## config.mk

```make
export PLATFORM = sky130hd
export DESIGN_NAME = regfile_write_arbiter
export DESIGN_NICKNAME = d
export VERILOG_FILES = /design/src/rtl/regfile_write_arbiter.sv
export SDC_FILE = /design/constraint.sdc
export NUM_CORES = 1
export LEC_CHECK = 0
export ABC_AREA = 1
export BUFFER_PORTS_ARGS = -buffer_cell sky130_fd_sc_hd__buf_2
export CORE_MARGIN = 4
export CORE_UTILIZATION = 52
export DETAILED_ROUTE_END_ITERATION = 8
export PLACE_DENSITY = 0.86
export SLEW_MARGIN = 20
export SYNTH_ARGS = -nofsm -noshare
export SYNTH_HDL_FRONTEND = slang
export SYNTH_SLANG_ARGS = --single-unit
```

## constraint.sdc

```tcl
create_clock -name clk -period 3.5 [get_ports clk]
set_input_delay 0.35 -clock clk [delete_from_list [all_inputs] [get_ports clk]]
set_output_delay 0.35 -clock clk [all_outputs]
set_load 0.02 [all_outputs]
```

## src/rtl/regfile_write_arbiter.sv

```systemverilog
// Write-port owner for the 32x32 register file: clears every register after reset,
// then arbitrates ALU, load and jal-link writebacks onto one registered write port.
module regfile_write_arbiter #(
    parameter int NUM_REGS    = 32,
    parameter int ADDR_W      = 5,
    parameter int DATA_W      = 32,
    parameter int LINK_REG    = 31,
    parameter int LINK_OFFSET = 2
) (
    input  logic              clk,
    input  logic              rst_n,
    input  logic              alu_valid,
    output logic              alu_ready,
    input  logic [ADDR_W-1:0] alu_reg,
    input  logic [DATA_W-1:0] alu_data,
    input  logic              mem_valid,
    output logic              mem_ready,
    input  logic [ADDR_W-1:0] mem_reg,
    input  logic [DATA_W-1:0] mem_data,
    input  logic              link_valid,
    output logic              link_ready,
    input  logic [DATA_W-1:0] link_pc,
    output logic              rf_write_en,
    output logic [ADDR_W-1:0] rf_write_reg,
    output logic [DATA_W-1:0] rf_write_data,
    output logic              init_busy,
    output logic              collision
);

    typedef enum logic {CLEAR, RUN} state_t;
    typedef enum logic {PREF_ALU, PREF_MEM} pref_t;

    state_t            state, state_next;
    pref_t             rr, rr_next;
    logic [ADDR_W-1:0] clear_idx, clear_idx_next;

    logic              grant_link, grant_alu, grant_mem;
    logic              transfer;
    logic [ADDR_W-1:0] sel_reg;
    logic [DATA_W-1:0] sel_data;
    logic              multi_valid;

    always_ff @(posedge clk or negedge rst_n) begin
        if (!rst_n) begin
            state     <= CLEAR;
            rr        <= PREF_ALU;
            clear_idx <= '0;
        end else begin
            state     <= state_next;
            rr        <= rr_next;
            clear_idx <= clear_idx_next;
        end
    end

    // Link always wins; ALU and load share the rest round-robin.
    always_comb begin
        state_next     = state;
        rr_next        = rr;
        clear_idx_next = clear_idx;
        grant_link     = 1'b0;
        grant_alu      = 1'b0;
        grant_mem      = 1'b0;
        sel_reg        = '0;
        sel_data       = '0;

        case (state)
            CLEAR: begin
                clear_idx_next = clear_idx + ADDR_W'(1);
                if (clear_idx == ADDR_W'(NUM_REGS - 1)) begin
                    state_next = RUN;
                end
            end
            RUN: begin
                if (link_valid) begin
                    grant_link = 1'b1;
                    sel_reg    = ADDR_W'(LINK_REG);
                    sel_data   = link_pc + DATA_W'(LINK_OFFSET);
                end else if (alu_valid && (rr == PREF_ALU || !mem_valid)) begin
                    grant_alu = 1'b1;
                    sel_reg   = alu_reg;
                    sel_data  = alu_data;
                    rr_next   = PREF_MEM;
                end else if (mem_valid) begin
                    grant_mem = 1'b1;
                    sel_reg   = mem_reg;
                    sel_data  = mem_data;
                    rr_next   = PREF_ALU;
                end
            end
            default: begin
                state_next = CLEAR;
            end
        endcase
    end

    assign alu_ready   = grant_alu;
    assign mem_ready   = grant_mem;
    assign link_ready  = grant_link;
    assign transfer    = grant_link | grant_alu | grant_mem;
    assign init_busy   = (state == CLEAR);
    assign multi_valid = (alu_valid & mem_valid) | (alu_valid & link_valid) | (mem_valid & link_valid);

    // Writes to register 0 are swallowed: accepted upstream, never issued.
    always_ff @(posedge clk or negedge rst_n) begin
        if (!rst_n) begin
            rf_write_en   <= 1'b0;
            rf_write_reg  <= '0;
            rf_write_data <= '0;
            collision     <= 1'b0;
        end else begin
            collision <= (state == RUN) && multi_valid;
            if (state == CLEAR) begin
                rf_write_en   <= 1'b1;
                rf_write_reg  <= clear_idx;
                rf_write_data <= '0;
            end else if (transfer && (sel_reg != '0)) begin
                rf_write_en   <= 1'b1;
                rf_write_reg  <= sel_reg;
                rf_write_data <= sel_data;
            end else begin
                rf_write_en <= 1'b0;
            end
        end
    end

endmodule
```

# ---- Word-level counts from Yosys, hierarchy flattened
# Cells that the tools add are included.
dict set report word_totals {
  reg_bits 46
  word_cells 55
  output_inout_bits 43
  inputBits 111
}
dict set report op_classes {
  n_addsub 2
  n_bitwise 10
  n_reduce_logical 8
  muxes 26
  n_eq_ne 2
}
# cell count
set ops {}
lappend ops {{$mux W32} 5}
lappend ops {{$add A32 B2 Y32 const B} 1}
lappend ops {{$mux W5} 6}
lappend ops {{$mux W1} 15}
lappend ops {{$add A5 B1 Y5 const B} 1}
lappend ops {{$eq A5 B5 Y1 const B} 1}
lappend ops {{$reduce_bool A5 Y1} 1}
lappend ops {{$or A1 B1 Y1} 4}
lappend ops {{$and A1 B1 Y1} 3}
lappend ops {{$logic_and A1 B1 Y1} 3}
lappend ops {{$not A1 Y1} 3}
lappend ops {{$reduce_and A3 Y1} 1}
lappend ops {{$ne A2 B1 Y1 const B} 1}
lappend ops {{$reduce_bool A2 Y1} 1}
lappend ops {{$logic_not A1 Y1} 1}
lappend ops {{$logic_or A1 B1 Y1} 1}

# ---- Depth between registers and ports, before layout
# Gate-level depths: netlist (run 1).
dict set report logic_depth {
  word_depth 11
  mapped_depth 13
  ltp_nobuf 11
}

# ---- Least setup slack after synthesis (run 1)
# OpenSTA, ideal clock, no wires.
dict set report synth_timing {
  kind {in2out}
  startpoint {input mem_valid}
  endpoint {output mem_ready}
  t_required_ps 3150
  n_path_buf 2
  t_arrival_ps 1428
  slack_ps 1722
  cell_stages 6
  cell_sequence {buf_6 -> nand2_8 -> nand2_4 -> inv_1 -> clkbuf_1 -> nor3_1}
}
dict set report synth_via {
  elab_chain_len 6
  word_cells_on_any_way 7
  cone_classes {4 x mux; 3 x reduce/logical}
}
# element line
set synth_rtl {}
lappend synth_rtl {{start, declared} 16} ;# input logic mem_valid,
lappend synth_rtl {{$logic_not A1 Y1} 78} ;# end else if (alu_valid && (rr == PREF_ALU || !mem_valid)) begin
lappend synth_rtl {{$logic_or A1 B1 Y1} 78}
lappend synth_rtl {{$logic_and A1 B1 Y1} 78}
lappend synth_rtl {{$mux W1 (*)} 78}
lappend synth_rtl {{$mux W1 (*)} 74} ;# if (link_valid) begin
lappend synth_rtl {{$mux W1 (*)} 66} ;# case (state)
lappend synth_rtl {{end, declared} 17} ;# output logic mem_ready,
# Every way passes the cells marked *; elsewhere a longest branch is shown, timed or not.

# ---- Worst setup path in the final report (run 1)
dict set report layout_timing {
  startpoint {register rr}
  endpoint {register rf_write_data[0]}
}
dict set report layout_via {
  elab_chain_len 10
  word_cells_on_any_way 21
  cone_classes {1 x eq/ne; 13 x mux; 3 x bitwise; 4 x reduce/logical}
}
# element line
set layout_rtl {}
lappend layout_rtl {{start, declared} 34} ;# pref_t rr, rr_next;
lappend layout_rtl {{start signal, assigned} 50} ;# rr <= rr_next;
lappend layout_rtl {{$not A1 Y1 (*)} 78}
lappend layout_rtl {{$logic_or A1 B1 Y1 (*)} 78}
lappend layout_rtl {{$logic_and A1 B1 Y1 (*)} 78}
lappend layout_rtl {{$mux W1} 78}
lappend layout_rtl {{$mux W1} 74}
lappend layout_rtl {{$mux W1} 66}
lappend layout_rtl {{$or A1 B1 Y1 (2 in a row)} 99} ;# assign transfer = grant_link | grant_alu | grant_mem;
lappend layout_rtl {{$logic_and A1 B1 Y1} 116} ;# end else if (transfer && (sel_reg != '0)) begin
lappend layout_rtl {{$ne A2 B1 Y1 (no source line)} --}
lappend layout_rtl {{end signal, assigned} 119} ;# rf_write_data <= sel_data;
lappend layout_rtl {{end, declared} 25} ;# output logic [DATA_W-1:0] rf_write_data,
# Every way passes the cells marked *; elsewhere a longest branch is shown, timed or not. The select of a mux whose other input is x is not followed.
# A chain may end at the register's enable or synchronous reset.

==> impl_metrics.csv, run 1 <==
group,metric,value,unit
sta,min_period_over_period,0.644,
synth,syn-num-nets,684,
global_route,antenna_found_initial,0,
sta,clock_skew,3.89,ps
critical_path,r2r.worst_path.cells,9,
die,pin_count,154,
route,ant_nets,0,
sta,fin_setup_tns,0,ps
critical_path,cp_common_cell,"nand2_1",
synth,yosys_warnings,0,
critical_path,cp_top_family,"simple AND/OR/NAND/NOR gates",
route,remaining_drc_errors,0,
synth,yosysSeqAreaShare,0.325,
die,core_area,6490,sq um
synth,synth_top_area_share,0.325,
cts,cts_resized,0,
sta,worst_pin_slew,696,ps
critical_path,worst_setup_path_start_kind,"flip-flop",
cts,clockBufferDepth,2,
cts,clk_latency,300,ps
sta,setup_viol,0,
global_route,busiest_layer,"met2",
critical_path,rr_endpoint,"rf_write_data[0]",
global_route,met1_usage,0.373,
route,dr.pass1.iters,5,
critical_path,crit_arrival,2500,ps
die,start_util,0.545,
synth,syn_avg_cell_area,6.21,sq um
power,p_int,869,uW
power,ir_worst_vdd,0.151,mV
synth,ys_ff_latch,46,
cts,cts_hold_buf,0,
synth,synth.distinct_cells,34,
cts,numCtsBuffers,5,
hold_path,hold_class,"in2async",
finish,antenna_cells,0,
global_route,grt_max_degree,38,
synth,synthTopCellsByArea,"dfrtp_1 (32%), nand2_1 (26%), nand3_1 (9.3%)",
job,cap_violations,0,
die,die_x,90.5,um
route,vias,4330,
global_route,grt_pass1_vias,4102,
finish,final_cells,787,
sta,holdWs,85.8,ps
route,wl_per_cell,15.0,um
cts,clockRootBuffer,"clkbuf_8",
critical_path,cp.depth,9,
synth,yosysTopAreaCell,"dfrtp_1",
critical_path,worstPathCellList,"nand2_8 > nand2_4 > nand2_1 > nand3_1 > o21ai_4 > nand3_4 > inv_2 > nand2_1 > nand2_1",
die,rows,29,
sta,slew_viol_final,0,
power,p_seq_frac,0.447,
finish,area_delta_synth_final,24.2,%
power,p_sw,487,uW
cts,clkSinkCount,46,
power,p_clk_frac,0.248,
critical_path,worst_r2r_startpoint,"rr",
power,comb_power_share,0.306,
synth,synth_area,3540,sq um
die,die_area,8200,sq um
place,numPortBuffers,153,
critical_path,cp_max_fo,22,
die,die_h,90.5,um
cts,cts_setup_buffers,0,
critical_path,cpPeakStageDelay,470,ps
synth,syn_inst,570,
finish,nNetsFinal,823,
critical_path,required,3740,ps
route,routed_via_density,5.50,
route,drtIter0Drc,330,
outcome,status,"finished, final reports clean",
power,p_per_area,308,nW/um^2
finish,largest_register_ffs,32,
global_route,grt_pass1_wl,19.2,mm
power,power.leakage,2.37,nW
sta,fmax,444,MHz
global_route,met3_usage,0.0575,
cts,clk_pin_slew_worst_paths,90,ps
global_route,use_met2,0.477,
place,placedCellCount,779,
global_route,overflow,0,
finish,fill_cells,589,
sta,period_needed,2250,ps
critical_path,worst-r2r-setup-slack,1250,ps
sta,hold_violations,0,
sta,rsz0062_at_grt,"false",
cts,cts_tree,"done",
power,p_sw_frac,0.359,
cts,h-tree-depth,2,
sta,relSlewSlack,0.536,
place,place.gp.congestion,1.03,
critical_path,critPathBufInv,1,
critical_path,setup.worst_path.class,"reg2reg",
route,wl,11.8,mm
global_route,track_usage,0.283,
place,dp_hpwl,9.22,mm
critical_path,crit_path_end_kind,"flip-flop",
finish,drive_above_1_share,0.249,
critical_path,slowest_stage,"o21ai_4",
==> worst register-to-register path, stage by stage, from the launching register on <==
cell	delay, ps
dfrtp_1	450
nand2_8	110
nand2_4	80
nand2_1	70
nand3_1	130
o21ai_4	470
nand3_4	260
inv_2	400
nand2_1	130
nand2_1	80
==> stage by stage <==
| step | utilization | setup WS [ps] | power, mW | cell area, sq um |
|---|---|---|---|---|
| floorplan | - | 1720 | 0.845 | 3540 |
| detailed placement | 0.664 | 1080 | 1.03 | 4310 |
| CTS | 0.677 | 1280 | 1.35 | 4400 |
| finish | 0.677 | 1250 | 1.36 | 4400 |
| global route | 0.677 | 1080 | 1.42 | 4400 |
| global placement | 0.664 | 1200 | 1.02 | 4310 |
==> power by group through the flow <==
stage	clock, mW	combinational (mW)	sequential (mW)
floorplan	0	0.179	0.666
global placement	0	0.406	0.614
detailed placement	0	0.412	0.614
CTS	0.335	0.414	0.605
global route	0.356	0.457	0.611
finish	0.336	0.414	0.605
==> logic make-up (layout without fill, tap and decap cells) <==
| family | count (synthesis) | count (layout) | share of synthesized area |
|---|---|---|---|
| AND/OR/NAND/NOR | 400 | 400 | 0.480 |
| buffers and inverters | 65 | 205 | 0.0784 |
| AO/OA/AOI/OAI | 48 | 48 | 0.0855 |
| flip-flops | 46 | 46 | 0.325 |
| XOR/XNOR | 6 | 6 | 0.0148 |
| adder cells (fa/ha/maj) | 3 | 3 | 0.0106 |
| multiplexers | 2 | 2 | 0.00565 |
==> area by class of cell <==
class / count / area [sq um] / share of cell area
timing repair buffer: 158 / 803 / 0.183
inverter: 39 / 146 / 0.0333
sequential: 46 / 1150 / 0.262
clock buffer: 6 / 72.6 / 0.0165
clock inverter: 2 / 13.8 / 0.00313
tap: 77 / 96.3 / 0.0219
multi-input combinational: 459 / 2120 / 0.481
==> placed cells by master, fill, tap and decap left out, drive strengths merged, types with 2 or more instances in the layout <==
cell	n
buf	158
ha	3
clkbuf	6
nor2	56
o21bai	3
mux2i	2
or2	3
a21oi	8
nand3b	2
xnor2	3
nand4	20
clkinv	2
o211ai	3
nand3	67
xor2	3
a22oi	4
dfrtp	46
inv	39
a31oi	14
o21ai	12
a21boi	2
nand2	250
==> cell usage after synthesis <==
library cell / count
nand2_1: 247
nand3_1: 66
nor2_1: 55
dfrtp_1: 46
inv_1: 37
nand4_1: 20
a31oi_1: 14
clkbuf_1: 13
o21ai_0: 11
buf_2: 9
a21oi_1: 8
a22oi_1: 4
buf_6: 3
ha_1: 3
o211ai_1: 3
o21bai_1: 3
or2_2: 3
xnor2_1: 3
xor2_1: 3
a21boi_0: 2
inv_2: 2
mux2i_1: 2
nand3b_1: 2
a211oi_1: 1
and3_1: 1
buf_1: 1
nand2_2: 1
nand2_4: 1
nand2_8: 1
nand3_4: 1
nor2_4: 1
nor3_1: 1
o21ai_4: 1
o22ai_1: 1
==> layer usage <==
| metal | part of all wire | routed length [um] |
|---|---|---|
| met2 | 0.46 | 5410 |
| met5 | 0 | 0 |
| met1 | 0.42 | 4920 |
| met3 | 0.10 | 1230 |
| met4 | 0.017 | 203 |
==> worst max path at each step <==
stage          slack, ps       start                end
6_report            1250          rr   rf_write_data[0]
5_1_grt             1080          rr   rf_write_data[5]
4_1_cts             1280       state   rf_write_data[5]
3_5_place_dp        1080  link_valid   rf_write_data[5]
3_3_place_gp        1200  link_valid  rf_write_data[17]
2_1_floorplan       1720   mem_valid          mem_ready
Note: power is estimated with default switching activity, not from simulation.
==> run 2, diff against run 1 <==
- ABC_AREA: 1 -> 0
- CORE_UTILIZATION: 52 -> 47
- PLACE_DENSITY: 0.86 -> 0.81
- clock period: 3.5 -> 2.2 ns (I/O delays scaled with it)
==> run 2 against run 1 <==
Utilization decreased by 3.3 points; flip-flop and latch count unchanged; cell count decreased by 17%; area after synthesis decreased by 6.8%; routed wire length decreased by 10%; synthesized cell count decreased by 30%; non-clock buffer count increased by 22; sequential power increased by 58%; fmax increased by 5.5%; clock power increased by 62%; largest cell class unchanged; highest routed layer unchanged.
==> impl_metrics.csv, run 2 <==
group,metric,value,unit
outcome,status,"finished, final reports clean",
global_route,grt_pass1_vias,3546,
synth,yosysTopAreaCell,"dfrtp_1",
finish,fin_area,4380,sq um
die,die_h,91.8,um
sta,period_needed,2140,ps
sta,hold_violations,0,
place,placedCellCount,639,
synth,synth-edff-count,0,
critical_path,cp_max_fo,7,
sta,min_period_over_period,0.971,
place,numPortBuffers,153,
finish,multi_input_area,2000,sq um
synth,synth_top_family_by_area,"simple AND/OR/NAND/NOR gates",
sta,relSlewSlack,0.590,
synth,synth_xor_area_frac,0.0796,
synth,synthFlopType,"dfrtp_1",
finish,layout_common_cells,"buf_2 (153), nand2_1 (50), dfrtp_1 (46), a21oi_1 (39), and3_1 (31)",
route,routed_via_density,5.61,
synth,synth_compound_area_frac,0.209,
cts,clockRootBuffer,"clkbuf_8",
synth,synthSimpleGateAreaFrac,0.276,
synth,synth.most_common_cell,"nand2_1",
die,die_area,8430,sq um
sta,setup_viol,0,
place,dp_hpwl,8.26,mm
global_route,overflow,0,
synth,yosys_warnings,0,
finish,final_cells,651,
synth,ys_top_cells_by_count,"nand2_1 (50), dfrtp_1 (46), a21oi_1 (39)",
place,place.gp.congestion,0.928,
sta,fmax,468,MHz
finish,fill_cells,595,
die,core_area,6790,sq um
sta,worst_pin_slew,614,ps
cts,numCtsBuffers,5,
die,pin_count,154,
synth,synthTopCellsByArea,"dfrtp_1 (35%), a21oi_1 (5.9%), a211oi_1 (5.9%)",
cts,cts_tree,"done",
route,ant_nets,0,
die,die_x,91.8,um
global_route,track_usage,0.249,
route,drtIter0Drc,218,
critical_path,crit_path_end_kind,"flip-flop",
cts,clk_pin_slew_worst_paths,90,ps
cts,clk_latency,300,ps
synth,synth.distinct_cells,47,
synth,yosysSeqAreaShare,0.349,
global_route,antenna_found_initial,0,
sta,holdWs,211,ps
job,cap_violations,0,
power,ir_worst_vdd,0.235,mV
cts,clockBufferDepth,2,
finish,drive_above_1_share,0.377,
synth,syn-num-nets,512,
cts,clkSinkCount,46,
global_route,grt_max_degree,66,
synth,synth_area,3300,sq um
place,place_area,4230,sq um
route,vias,3653,
finish,area_delta_synth_final,32.6,%
synth,syn_inst,398,
route,wl,10.6,mm
critical_path,required,2390,ps
synth,syn_avg_cell_area,8.30,sq um
global_route,grt_pass1_wl,17.3,mm
finish,antenna_cells,0,
critical_path,setup.worst_path.class,"reg2reg",
synth,synthArstFlopShare,1.00,
die,start_util,0.486,
finish,ff_latch_area,1150,sq um
critical_path,worst_setup_path_start_kind,"flip-flop",
power,power.leakage,2.13,nW
power,p_per_area,496,nW/um^2
synth,synth_top_area_share,0.349,
synth,synth-adder-area-share,0.0114,
sta,fin_setup_tns,0,ps
synth,synthMuxAreaShare,0.0239,
route,dr.pass1.iters,4,
critical_path,crit_arrival,2330,ps
route,remaining_drc_errors,0,
route,wl_per_cell,16.2,um
hold_path,hold_class,"in2reg",
sta,clock_skew,5.71,ps
sta,slew_viol_final,0,
die,rows,30,
finish,nNetsFinal,668,
cts,h-tree-depth,2,
synth,ys_ff_latch,46,
finish,largest_register_ffs,32,
finish,mostFrequentLayoutCell,"buf_2",
-- run 2: changes by cell type in the layout (fill, tap and decap cells not counted), moves of 12 or more --
cell	previous run	this run
a211oi_1	1	26
a21oi_1	8	39
a31oi_1	14	2
and3_1	1	31
buf_4	5	23
inv_1	37	5
nand2_1	247	50
nand3_1	66	20
nor2_1	54	23
xnor2_1	3	18
-- run 2: path summary, 6_finish.rpt --
check / startpoint / endpoint / slack [ps] / depth (start not counted)
setup / recovery: rr / rf_write_data[19] / 60 / 8
hold reg to reg: clear_idx[3] / clear_idx[3] / 510 / 1
hold / removal: alu_valid / collision / 210 / 3
max in group asynchronous: rst_n / rf_write_data[3] / 1280 / 3
min in group asynchronous: rst_n / rf_write_data[29] / 340 / 2
setup reg to reg: rr / rf_write_data[19] / 60 / 8
-- run 2: critical path: stages (launching register included) --
cell and delay [ps]:
dfrtp_1 350, buf_4 130, a21boi_4 80, a221o_1 380, or3_4 410, nor2_4 200
buf_4 160, a2111oi_0 60, a31o_2 260
-- run 2: through the flow --
step | setup WS, ps | power (mW) | utilization
finish | 64.9 | 2.17 | 0.644
detailed placement | 41.5 | 1.63 | 0.623
global route | -5.75 | 2.30 | 0.644
CTS | 22.6 | 2.18 | 0.638
global placement | 93.4 | 1.62 | 0.623
floorplan | 81.0 | 1.33 | -
-- run 2: cell families after synthesis --
family,after synthesis
and+or+nand+nor,171
buffers and inverters,36
adders and majority gates,3
AOI/OAI and AO/OA,105
DFF,46
xor gates and xnor gates,30
muxes,7
-- run 2: power by group --
group          internal, mW  switching (mW)
clock network         0.253           0.291
registers             0.916          0.0386
logic                 0.286           0.387
total                  1.46           0.716
-- run 2: timing repair --
item	4_1_cts	5_1_grt
resized for setup	0	5
buffers inserted	0	3
hold endpoints to repair	12	0
hold buffers	1	0
setup endpoints to repair	0	31
-- run 2: cell type report --
type | instances | area share
sequential | 46 | 0.263
tap | 96 | 0.0274
timing repair buffer | 180 | 0.226
multi-input combinational | 316 | 0.457
inverter | 5 | 0.00429
clock buffer | 6 | 0.0189
clock inverter | 2 | 0.00286
-- run 2: layer usage --
layer	track usage	share of wire	routed length, um
met2	0.422	0.49	5170
met5	0	0	0
met3	0.0345	0.069	724
met1	0.337	0.43	4520
met4	0.0569	0.013	140
